--- config.mk ---
export PLATFORM = sky130hd
export DESIGN_NAME = qpsk_symbol_scheduler_flat
export DESIGN_NICKNAME = d
export VERILOG_FILES = /design/src/rtl/qpsk_symbol_scheduler_if.sv /design/src/rtl/qpsk_symbol_scheduler.sv /design/src/flat_wrapper.sv
export SDC_FILE = /design/constraint.sdc
export NUM_CORES = 1
export LEC_CHECK = 0
export CORE_AREA = 3 3 98 100
export CTS_BUF_LIST = sky130_fd_sc_hd__clkbuf_16
export DETAILED_ROUTE_END_ITERATION = 10
export DIE_AREA = 0 0 101 103
export SYNTH_ARGS = -nofsm -noshare
export SYNTH_HDL_FRONTEND = slang
export SYNTH_SLANG_ARGS = --single-unit
--- constraint.sdc ---
create_clock -name i_clk -period 5 [get_ports i_clk]
set_clock_uncertainty 0.2 [all_clocks]
set_input_delay 1 -clock i_clk [delete_from_list [all_inputs] [get_ports i_clk]]
set_output_delay 1 -clock i_clk [all_outputs]
set_load 0.01 [all_outputs]
--- src/rtl/qpsk_symbol_scheduler_if.sv ---
// Bit-stream input and LUT-address output bundle of the QPSK symbol scheduler.
interface qpsk_symbol_scheduler_if #(
  parameter int ADDR_W     = 7,
  parameter int FIFO_DEPTH = 4
);
  localparam int LVL_W = $clog2(FIFO_DEPTH) + 1;

  logic              bit_in;
  logic              bit_valid;
  logic              bit_ready;
  logic              enable;
  logic [ADDR_W-1:0] lut_addr;
  logic              sample_valid;
  logic              sym_start;
  logic [1:0]        sym_dibit;
  logic              underrun;
  logic [LVL_W-1:0]  fifo_level;

  modport master (
    output bit_in, bit_valid, enable,
    input  bit_ready, lut_addr, sample_valid, sym_start, sym_dibit, underrun, fifo_level
  );

  modport slave (
    input  bit_in, bit_valid, enable,
    output bit_ready, lut_addr, sample_valid, sym_start, sym_dibit, underrun, fifo_level
  );
endinterface

--- src/rtl/qpsk_symbol_scheduler.sv ---
// Pairs serial bits into dibits, buffers them, and plays one sine-LUT period per dibit.
// Define QPSK_SCHED_GRAY_EN for Gray-coded phase mapping (natural binary otherwise).
module qpsk_symbol_scheduler #(
  parameter int SPS        = 100,
  parameter int ADDR_W     = 7,
  parameter int FIFO_DEPTH = 4
) (
  input  logic                    i_clk,
  input  logic                    i_rst,
  qpsk_symbol_scheduler_if.slave  s_if
);
  localparam int PTR_W = (FIFO_DEPTH > 1) ? $clog2(FIFO_DEPTH) : 1;
  localparam int LVL_W = $clog2(FIFO_DEPTH) + 1;
  localparam logic [LVL_W-1:0]  DEPTH_L = LVL_W'(FIFO_DEPTH);
  localparam logic [ADDR_W-1:0] LAST    = ADDR_W'(SPS - 1);
  localparam logic [ADDR_W-1:0] OFF_Q1  = ADDR_W'(SPS / 4);
  localparam logic [ADDR_W-1:0] OFF_Q2  = ADDR_W'(SPS / 2);
  localparam logic [ADDR_W-1:0] OFF_Q3  = ADDR_W'((3 * SPS) / 4);

  typedef enum logic {ST_IDLE, ST_RUN} state_t;

  function automatic logic [ADDR_W-1:0] phase_off(input logic [1:0] dibit);
    logic [1:0] quad;
`ifdef QPSK_SCHED_GRAY_EN
    quad = {dibit[1], dibit[1] ^ dibit[0]};
`else
    quad = dibit;
`endif
    case (quad)
      2'b00:   phase_off = '0;
      2'b01:   phase_off = OFF_Q1;
      2'b10:   phase_off = OFF_Q2;
      default: phase_off = OFF_Q3;
    endcase
  endfunction

  function automatic logic [ADDR_W-1:0] wrap_addr(input logic [ADDR_W-1:0] base,
                                                   input logic [ADDR_W-1:0] cnt);
    logic [ADDR_W:0] sum;
    sum = {1'b0, base} + {1'b0, cnt};
    if (sum >= (ADDR_W+1)'(SPS)) sum = sum - (ADDR_W+1)'(SPS);
    wrap_addr = sum[ADDR_W-1:0];
  endfunction

  logic [1:0]        r_mem [FIFO_DEPTH];
  logic [PTR_W-1:0]  r_wr_ptr, r_rd_ptr;
  logic [LVL_W-1:0]  r_level;
  logic              r_pend, r_d_bit;
  state_t            r_state;
  logic [ADDR_W-1:0] r_cnt, r_base, r_lut_addr;
  logic [1:0]        r_cur_dibit, r_sym_dibit;
  logic              r_sample_valid, r_sym_start, r_underrun;

  logic              w_ready, w_xfer, w_push, w_pop;
  logic [1:0]        w_head;

  assign w_ready = !i_rst && (r_level < DEPTH_L);
  assign w_xfer  = s_if.bit_valid && w_ready;
  assign w_push  = w_xfer && r_pend;
  assign w_head  = r_mem[r_rd_ptr];
  // A pop happens only where a symbol may start: from IDLE or on the last sample.
  assign w_pop   = !i_rst && s_if.enable && (r_level != '0) &&
                   ((r_state == ST_IDLE) || (r_cnt == LAST));

  always_ff @(posedge i_clk) begin
    if (i_rst) begin
      r_pend <= 1'b0;
    end else if (w_xfer) begin
      r_pend <= !r_pend;
    end
  end

  always_ff @(posedge i_clk) begin
    if (w_xfer && !r_pend) r_d_bit <= s_if.bit_in;
    if (w_push) r_mem[r_wr_ptr] <= {r_d_bit, s_if.bit_in};
  end

  always_ff @(posedge i_clk) begin
    if (i_rst) begin
      r_wr_ptr <= '0;
      r_rd_ptr <= '0;
      r_level  <= '0;
    end else begin
      if (w_push) r_wr_ptr <= r_wr_ptr + PTR_W'(1);
      if (w_pop)  r_rd_ptr <= r_rd_ptr + PTR_W'(1);
      case ({w_push, w_pop})
        2'b10:   r_level <= r_level + LVL_W'(1);
        2'b01:   r_level <= r_level - LVL_W'(1);
        default: r_level <= r_level;
      endcase
    end
  end

  always_ff @(posedge i_clk) begin
    if (i_rst) begin
      r_state        <= ST_IDLE;
      r_cnt          <= '0;
      r_base         <= '0;
      r_cur_dibit    <= '0;
      r_lut_addr     <= '0;
      r_sample_valid <= 1'b0;
      r_sym_start    <= 1'b0;
      r_sym_dibit    <= '0;
      r_underrun     <= 1'b0;
    end else begin
      r_sym_start <= 1'b0;
      r_underrun  <= 1'b0;
      case (r_state)
        ST_IDLE: begin
          r_sample_valid <= 1'b0;
          if (w_pop) begin
            r_base      <= phase_off(w_head);
            r_cur_dibit <= w_head;
            r_cnt       <= '0;
            r_state     <= ST_RUN;
          end
        end
        default: begin
          r_lut_addr     <= wrap_addr(r_base, r_cnt);
          r_sample_valid <= 1'b1;
          r_sym_start    <= (r_cnt == '0);
          r_sym_dibit    <= r_cur_dibit;
          // Last sample of the symbol: chain the next one seamlessly or fall back to IDLE.
          if (r_cnt == LAST) begin
            if (w_pop) begin
              r_base      <= phase_off(w_head);
              r_cur_dibit <= w_head;
              r_cnt       <= '0;
            end else begin
              r_state    <= ST_IDLE;
              r_underrun <= s_if.enable;
            end
          end else begin
            r_cnt <= r_cnt + ADDR_W'(1);
          end
        end
      endcase
    end
  end

  assign s_if.bit_ready    = w_ready;
  assign s_if.lut_addr     = r_lut_addr;
  assign s_if.sample_valid = r_sample_valid;
  assign s_if.sym_start    = r_sym_start;
  assign s_if.sym_dibit    = r_sym_dibit;
  assign s_if.underrun     = r_underrun;
  assign s_if.fifo_level   = r_level;
endmodule

--- src/flat_wrapper.sv ---
// flat-port wrapper written by rule: the top's interface ports become plain ports
module qpsk_symbol_scheduler_flat 
#(
  parameter int SPS        = 100,
  parameter int ADDR_W     = 7,
  parameter int FIFO_DEPTH = 4
)
  (i_clk, i_rst, s_if_bit_in, s_if_bit_valid, s_if_enable, s_if_bit_ready, s_if_lut_addr, s_if_sample_valid, s_if_sym_start, s_if_sym_dibit, s_if_underrun, s_if_fifo_level);
  qpsk_symbol_scheduler_if #(.ADDR_W(ADDR_W), .FIFO_DEPTH(FIFO_DEPTH)) s_if_i ();
  input  logic i_clk;
  input  logic i_rst;
  input wire logic [$bits(s_if_i.bit_in)-1:0] s_if_bit_in;
  input wire logic [$bits(s_if_i.bit_valid)-1:0] s_if_bit_valid;
  input wire logic [$bits(s_if_i.enable)-1:0] s_if_enable;
  output wire logic [$bits(s_if_i.bit_ready)-1:0] s_if_bit_ready;
  output wire logic [$bits(s_if_i.lut_addr)-1:0] s_if_lut_addr;
  output wire logic [$bits(s_if_i.sample_valid)-1:0] s_if_sample_valid;
  output wire logic [$bits(s_if_i.sym_start)-1:0] s_if_sym_start;
  output wire logic [$bits(s_if_i.sym_dibit)-1:0] s_if_sym_dibit;
  output wire logic [$bits(s_if_i.underrun)-1:0] s_if_underrun;
  output wire logic [$bits(s_if_i.fifo_level)-1:0] s_if_fifo_level;
  assign s_if_i.bit_in = s_if_bit_in;
  assign s_if_i.bit_valid = s_if_bit_valid;
  assign s_if_i.enable = s_if_enable;
  assign s_if_bit_ready = s_if_i.bit_ready;
  assign s_if_lut_addr = s_if_i.lut_addr;
  assign s_if_sample_valid = s_if_i.sample_valid;
  assign s_if_sym_start = s_if_i.sym_start;
  assign s_if_sym_dibit = s_if_i.sym_dibit;
  assign s_if_underrun = s_if_i.underrun;
  assign s_if_fifo_level = s_if_i.fifo_level;
  qpsk_symbol_scheduler #(.SPS(SPS), .ADDR_W(ADDR_W), .FIFO_DEPTH(FIFO_DEPTH)) u_core (.i_clk(i_clk), .i_rst(i_rst), .s_if(s_if_i));
endmodule
==> metrics.md, run 1 <==
| Metric | Value |
|---|---|
| Status | `finished, final reports clean` |
| Flops & latches, synth | `46` |
| Antenna diodes | `0` |
| Post-DRT Antenna Nets | `0` |
| RSZ-0062 raised after global routing | `no` |
| CP Data Required Time | `5.02 ns` |
| Initial DRC count | `93` |
| EDFF count, synth | `9` |
| Top FF cell, synth | `dfxtp_1` |
| Row cnt | `34` |
| Post-Place Setup Slack | `1.115 ns` |
| Largest net degree at the start of global routing | `35` |
| # hold bufs at CTS | `0` |
| Comb pwr share | `5.7%` |
| First-pass DRT Iterations | `4` |
| First-pass GRT wire length | `8217 um` |
| Synth Area per Inst | `9.914 um2` |
| Path category of the worst min-delay check | `flip-flop to flip-flop` |
| Peak VDD IR | `0.0001418 V` |
| CP max FO | `14` |
| Post-CTS setup buffer count | `0` |
| Area contributors post-synth | `dfxtp_1 (30%), edfxtp_1 (11%), ha_1 (9.2%), nor2_1 (3.8%), nand2_1 (2.7%)` |
| Total die area | `10400 um2` |
| Sw Ratio | `22.75%` |
| H-tree depth | `2` |
| CP max stage delay | `0.52 ns` |
| # clock sinks | `46` |
| Slew HR | `49.89%` |
| Clock share of power | `43.3%` |
| Skew-Pair Late Insertion Delay | `0.29 ns` |
| Die Y | `103 um` |
| Drt drc | `0` |
| Commonest non-fill, non-tap cell in the layout | `dfxtp_1` |
| Die X | `101 um` |
| Clock transition at the registers of the reported paths | `0.06 ns` |
| PD cells | `263.7 nW/um2` |
| Placer Congestion | `0.8202` |
| Synth top area share | `30.13%` |
| Core Region | `8763 um2` |
| PortBufs | `20` |
| TritonCTS Buffers | `5` |
| Drt total wl | `4757 um` |
| CTS resizes | `0` |
| Worst Tran Pin Value | `0.7506 ns` |
| Synth Net Count | `273` |
| TritonCTS clock tree | `yes` |
| Vias per inst | `4.742` |
| Most frequent cells in the layout | `dfxtp_1 (37), nor2_1 (25), clkdlybuf4s50_1 (20)` |
| Ratio of cells with drive above 1 in the final layout | `10.82%` |
| Vias in the first global route | `1760` |
| Worst reg2reg path startpoint | `u_core.r_cnt[0]$_SDFF_PP0_` |
| LEAKAGE | `1.025 nW` |
| Power Total | `764.7 uW` |
| Synthesis-to-layout area growth | `17.96%` |
| Sum Neg Setup Slack | `0 ns` |
| GRT Residual Overflow | `0` |
| Root buf cell | `clkbuf_16` |
| Fin. Hold Viols | `0` |
| Initial antenna violation count | `0` |
| Crit path from | `s_if_enable` |
| P_int | `590.8 uW` |
| Yosys warning total | `0` |
| Mapped Cells | `248` |
| CP endpoint kind | `flip-flop` |
| WS Path Type | `primary input to flip-flop` |
| Slowest CP cell | `clkdlybuf4s50_1` |
| Clock period minus worst slack | `3.551 ns` |
| Setup-failing EPs final | `0` |
| Seq pwr share | `51.0%` |
| Max-slew violations | `0` |
| I/O pin total | `21` |
| Final-stage net count | `292` |
| Yosys cell types | `64` |
| CTS Buffer Depth | `2` |
| Critical Path AT | `3.57 ns` |
| Crit-path cells | `clkdlybuf4s50_1 > nor3b_2 > nand2_2 > clkinv_2 > ha_1 > inv_1 > fa_1 > xor2_1 > or3_1 > a21oi_1` |
| Part of the cycle the worst path needs | `71.02%` |
| Achievable Freq | `281.6 MHz` |
| Startpoint Class | `primary input` |
| Post-Syn Area | `2459 um2` |
| Final worst slack | `1.449 ns` |
| Max Cap Violations | `0` |
| Hold path startpoint | `u_core.r_cur_dibit[1]$_SDFFE_PP0P_` |
| Detail Placement HPWL | `3581 um` |
| Asr flop ratio synth | `0%` |
| Avg WL per Cell | `12.65 um` |
| Synth area leader | `dfxtp_1` |
| Share of the yosys chip area belonging to registers | `41.12%` |
| Total Routing Usage GR | `10.02%` |
| Psw | `173.9 uW` |
| Vias post-DR | `1783` |
| Starting Density | `28.06%` |
## metrics by stage
stage | std cells | area, um2 | utilization (%) | hold WS [ns]
floorplan | 248 | 2459 | - | 0.2360
finish | 376 | 2900 | 33.10 | 0.2572
global route | 376 | 2900 | 33.10 | 0.2879
detailed placement | 368 | 2750 | 31.38 | 0.2551
CTS | 376 | 2900 | 33.10 | 0.2641
global placement | 368 | 2750 | 31.38 | 0.2599
## worst max-delay path, delay by kind of cell
kind,cells,cell delay (ns)
buf+inv,3,0.78
compound gates,1,0.14
simple gates,3,0.90
fa+ha+maj,2,0.59
xor+xnor,1,0.16
## synth_stat cells (2+ instances only)
master and instances:
a211o_1 2, a21oi_1 6, a21oi_2 2, a31oi_1 2, and2_1 5, and3_1 2
buf_1 2, buf_2 2, buf_6 2, clkbuf_1 3, dfxtp_1 37, edfxtp_1 9
fa_1 2, ha_1 18, inv_1 15, mux2i_1 4, mux4_2 2, nand2_1 18
nand2b_1 2, nand3_1 7, nand3b_1 6, nand4_1 5, nor2_1 25, nor2b_1 2
nor3_1 7, o21ai_0 4, o21ai_1 2, o221ai_1 3, o32ai_1 2, or2_1 2
or2_2 2, or3_1 3, xnor2_1 6, xor2_1 7
## final cells by class
type                       count  area (um2)
timing repair buffer          21       207.7
fill                         904        5863
clock buffer                   5       125.1
multi-input combinational    175        1328
sequential                    46        1011
tap                          108       135.1
clock inverter                 3       25.02
inverter                      18       68.82
## metal layers
metal	wire, um	track usage [%]	part of all wire [%]	up-vias
li1	-	-	-	922
met1	2319	12.44	49	829
met2	2147	16.76	45	27
met3	222	3.045	4.7	5
met4	66	3.067	1.4	0
met5	0	0	0	-
## path summary, 6_finish.rpt
check / to / slack, ns / cells after the start
max: u_core.s_if.fifo_level[2]$_SDFFE_PP0P_ / 1.45 / 10
min: u_core.r_cur_dibit[1]$_SDFFE_PP0P_ / 0.26 / 2
max reg2reg: u_core.s_if.fifo_level[2]$_SDFFE_PP0P_ / 2.03 / 11
min reg2reg: u_core.r_cur_dibit[1]$_SDFFE_PP0P_ / 0.26 / 2
## kinds of logic (layout without fill, tap and decap cells)
family	count (synthesis)	after routing	share of synthesized area (%)
muxes	6	6	3.460
AOI/OAI and AO/OA	40	40	13.79
DFF	46	46	41.12
buffers and inverters	27	47	4.885
adders and majority gates	20	20	10.79
xor gates and xnor gates	14	14	5.293
and+or+nand+nor	95	95	20.66
## power groups by stage
| stage | sequential, mW | clock (mW) | combinational, mW |
|---|---|---|---|
| 6_report | 0.390 | 0.331 | 0.0437 |
| 4_1_cts | 0.390 | 0.342 | 0.0443 |
| 5_1_grt | 0.391 | 0.358 | 0.0497 |
| 2_1_floorplan | 0.396 | 0 | 0.0310 |
| 3_5_place_dp | 0.398 | 0 | 0.0439 |
| 3_3_place_gp | 0.398 | 0 | 0.0435 |
## flip-flops by register name, summed over array words and instances (netlist names), named ones only
| name | flops |
|---|---|
| u_core.r_base | 5 |
| u_core.r_cnt | 7 |
| u_core.r_cur_dibit | 2 |
| u_core.r_d_bit | 1 |
| u_core.r_mem | 8 |
| u_core.r_pend | 1 |
| u_core.r_rd_ptr | 2 |
| u_core.r_state | 1 |
| u_core.r_wr_ptr | 2 |
| u_core.s_if.fifo_level | 3 |
| u_core.s_if.lut_addr | 7 |
| u_core.s_if.sample_valid | 1 |
| u_core.s_if.sym_dibit | 2 |
| u_core.s_if.sym_start | 1 |
| u_core.s_if.underrun | 1 |
Power figures use the tool's default switching activity.
==> inputs of run 2 (changes only) <==
==> constraint.sdc (replaced) <==
create_clock -name i_clk -period 2.92 [get_ports i_clk]
set_clock_uncertainty 0.2 [all_clocks]
set_input_delay 0.584 -clock i_clk [delete_from_list [all_inputs] [get_ports i_clk]]
set_output_delay 0.584 -clock i_clk [all_outputs]
set_load 0.01 [all_outputs]
==> metrics.md, run 2 (synthesis results as in run 1) <==
| Metric | Value |
|---|---|
| Clock transition at the registers of the reported paths | `0.07 ns` |
| CP endpoint kind | `flip-flop` |
| CP Data Required Time | `2.93 ns` |
| DP Area | `2863 um2` |
| Most frequent cells in the layout | `dfxtp_1 (37), nor2_1 (25), clkdlybuf4s50_1 (20)` |
| Final-stage net count | `307` |
| Startpoint Class | `flip-flop` |
| Sum Neg Setup Slack | `0 ns` |
| Die X | `101 um` |
| PD cells | `439.4 nW/um2` |
| P_int | `1.017 mW` |
| Detail Placement HPWL | `3784 um` |
| Peak VDD IR | `0.0002747 V` |
| Seq pwr share | `50.2%` |
| Drt total wl | `4988 um` |
| H-tree depth | `2` |
| Slew HR | `76.16%` |
| Ratio of cells with drive above 1 in the final layout | `15.55%` |
| Vias per inst | `4.731` |
| Setup-failing EPs final | `0` |
| Die Y | `103 um` |
| Drt drc | `0` |
| First-pass DRT Iterations | `4` |
| Antenna diodes | `0` |
| Clock period minus worst slack | `2.748 ns` |
| TritonCTS clock tree | `yes` |
| Worst Tran Pin Value | `0.3576 ns` |
| Comb pwr share | `6.6%` |
| Fin. Hold Viols | `0` |
| # clock sinks | `46` |
| Achievable Freq | `363.9 MHz` |
| Status | `finished, final reports clean` |
| Total Routing Usage GR | `10.18%` |
| Row cnt | `34` |
| Largest net degree at the start of global routing | `29` |
| CTS Buffer Depth | `2` |
| Synthesis-to-layout area growth | `22.49%` |
| Vias in the first global route | `1827` |
| Cell area after layout | `3012 um2` |
| RSZ-0062 raised after global routing | `no` |
| Clock share of power | `43.2%` |
| Largest Register | `u_core.r_mem` |
| Max Cap Violations | `0` |
| First-pass GRT wire length | `8452 um` |
| Vias post-DR | `1850` |
| Starting Density | `28.06%` |
| Avg WL per Cell | `12.76 um` |
| Critical Path AT | `2.75 ns` |
| Placer Congestion | `0.8343` |
| Initial antenna violation count | `0` |
| Path category of the worst min-delay check | `flip-flop to flip-flop` |
| Fillers | `884` |
| Commonest non-fill, non-tap cell in the layout | `dfxtp_1` |
| I/O pin total | `21` |
| GRT Residual Overflow | `0` |
| WS Path Type | `flip-flop to flip-flop` |
| Total die area | `10400 um2` |
| Max-slew violations | `0` |
| PortBufs | `20` |
| Post-CTS setup buffer count | `0` |
| Final Hold Slack | `0.2625 ns` |
| Largest register FFs | `8` |
| Skew-Pair Late Insertion Delay | `0.29 ns` |
| CTS resizes | `0` |
| Sw Ratio | `23.13%` |
| TritonCTS Buffers | `5` |
| Non-Filler Instances | `391` |
| CP max FO | `4` |
| Initial DRC count | `96` |
| LEAKAGE | `1.099 nW` |
| Cell total after placement | `383` |
| Psw | `306.1 uW` |
| # hold bufs at CTS | `0` |
| Finished Core Util | `34.37%` |
| Core Region | `8763 um2` |
| Part of the cycle the worst path needs | `94.10%` |
| Post-DRT Antenna Nets | `0` |
| Root buf cell | `clkbuf_16` |
-- run 2: power by group through the flow --
stage / Combinational [mW] / Clock [mW] / Sequential, mW
finish: 0.0871 / 0.572 / 0.664
global route: 0.0976 / 0.623 / 0.665
CTS: 0.0880 / 0.591 / 0.664
detailed placement: 0.0869 / 0 / 0.679
global placement: 0.0865 / 0 / 0.678
floorplan: 0.0530 / 0 / 0.678
-- run 2: layer usage --
metal	track usage (%)	vias to the layer above	routed length [um]
li1	-	946	-
met1	12.78	865	2422
met2	16.71	30	2303
met3	2.639	9	182
met4	4.090	0	80
met5	0	-	0
-- run 2: worst max-delay path, stage by stage, from the launching register on --
cell,delay (ns)
dfxtp_1,0.34
ha_1,0.18
inv_1,0.07
fa_1,0.48
xor2_1,0.33
inv_1,0.11
ha_1,0.20
nand3b_1,0.12
a311oi_2,0.15
a2111o_1,0.43
o221ai_1,0.07
-- run 2: path summary, 6_finish.rpt --
check	startpoint	end	slack (ns)	cells past startpoint
worst max-delay path	u_core.r_base[3]$_SDFFE_PP0P_	u_core.s_if.lut_addr[3]$_SDFFE_PP0P_	0.17	10
worst min-delay path	u_core.r_cur_dibit[0]$_SDFFE_PP0P_	u_core.r_cur_dibit[0]$_SDFFE_PP0P_	0.26	2
worst max register to register	u_core.r_base[3]$_SDFFE_PP0P_	u_core.s_if.lut_addr[3]$_SDFFE_PP0P_	0.17	10
worst min register to register	u_core.r_cur_dibit[0]$_SDFFE_PP0P_	u_core.r_cur_dibit[0]$_SDFFE_PP0P_	0.26	2
-- run 2: stage by stage --
step	total power, mW	setup slack, ns
3_3_place_gp	0.7650	-0.006686
3_5_place_dp	0.7654	-0.07092
4_1_cts	1.343	0.1720
5_1_grt	1.385	0.02456
2_1_floorplan	0.7314	0.04150
6_report	1.323	0.1722
-- run 2: cell type report --
type                       count  area [um2]  share of cell area [%]
inverter                      18       68.82                   2.285
sequential                    46        1011                   33.57
multi-input combinational    175        1328                   44.08
clock inverter                 3       23.77                  0.7894
clock buffer                   5       125.1                   4.155
timing repair buffer          36       320.3                   10.64
tap                          108       135.1                   4.487
==> inputs of run 3 (changes only) <==
--- a/config.mk
+++ b/config.mk
@@ -9,6 +9,7 @@
 export CTS_BUF_LIST = sky130_fd_sc_hd__clkbuf_16
 export DETAILED_ROUTE_END_ITERATION = 10
 export DIE_AREA = 0 0 101 103
+export SKIP_CTS_REPAIR_TIMING = 1
 export SYNTH_ARGS = -nofsm -noshare
 export SYNTH_HDL_FRONTEND = slang
 export SYNTH_SLANG_ARGS = --single-unit
==> results of run 3 <==
No change in the layout: final DEF, timing and power equal those of run 2.
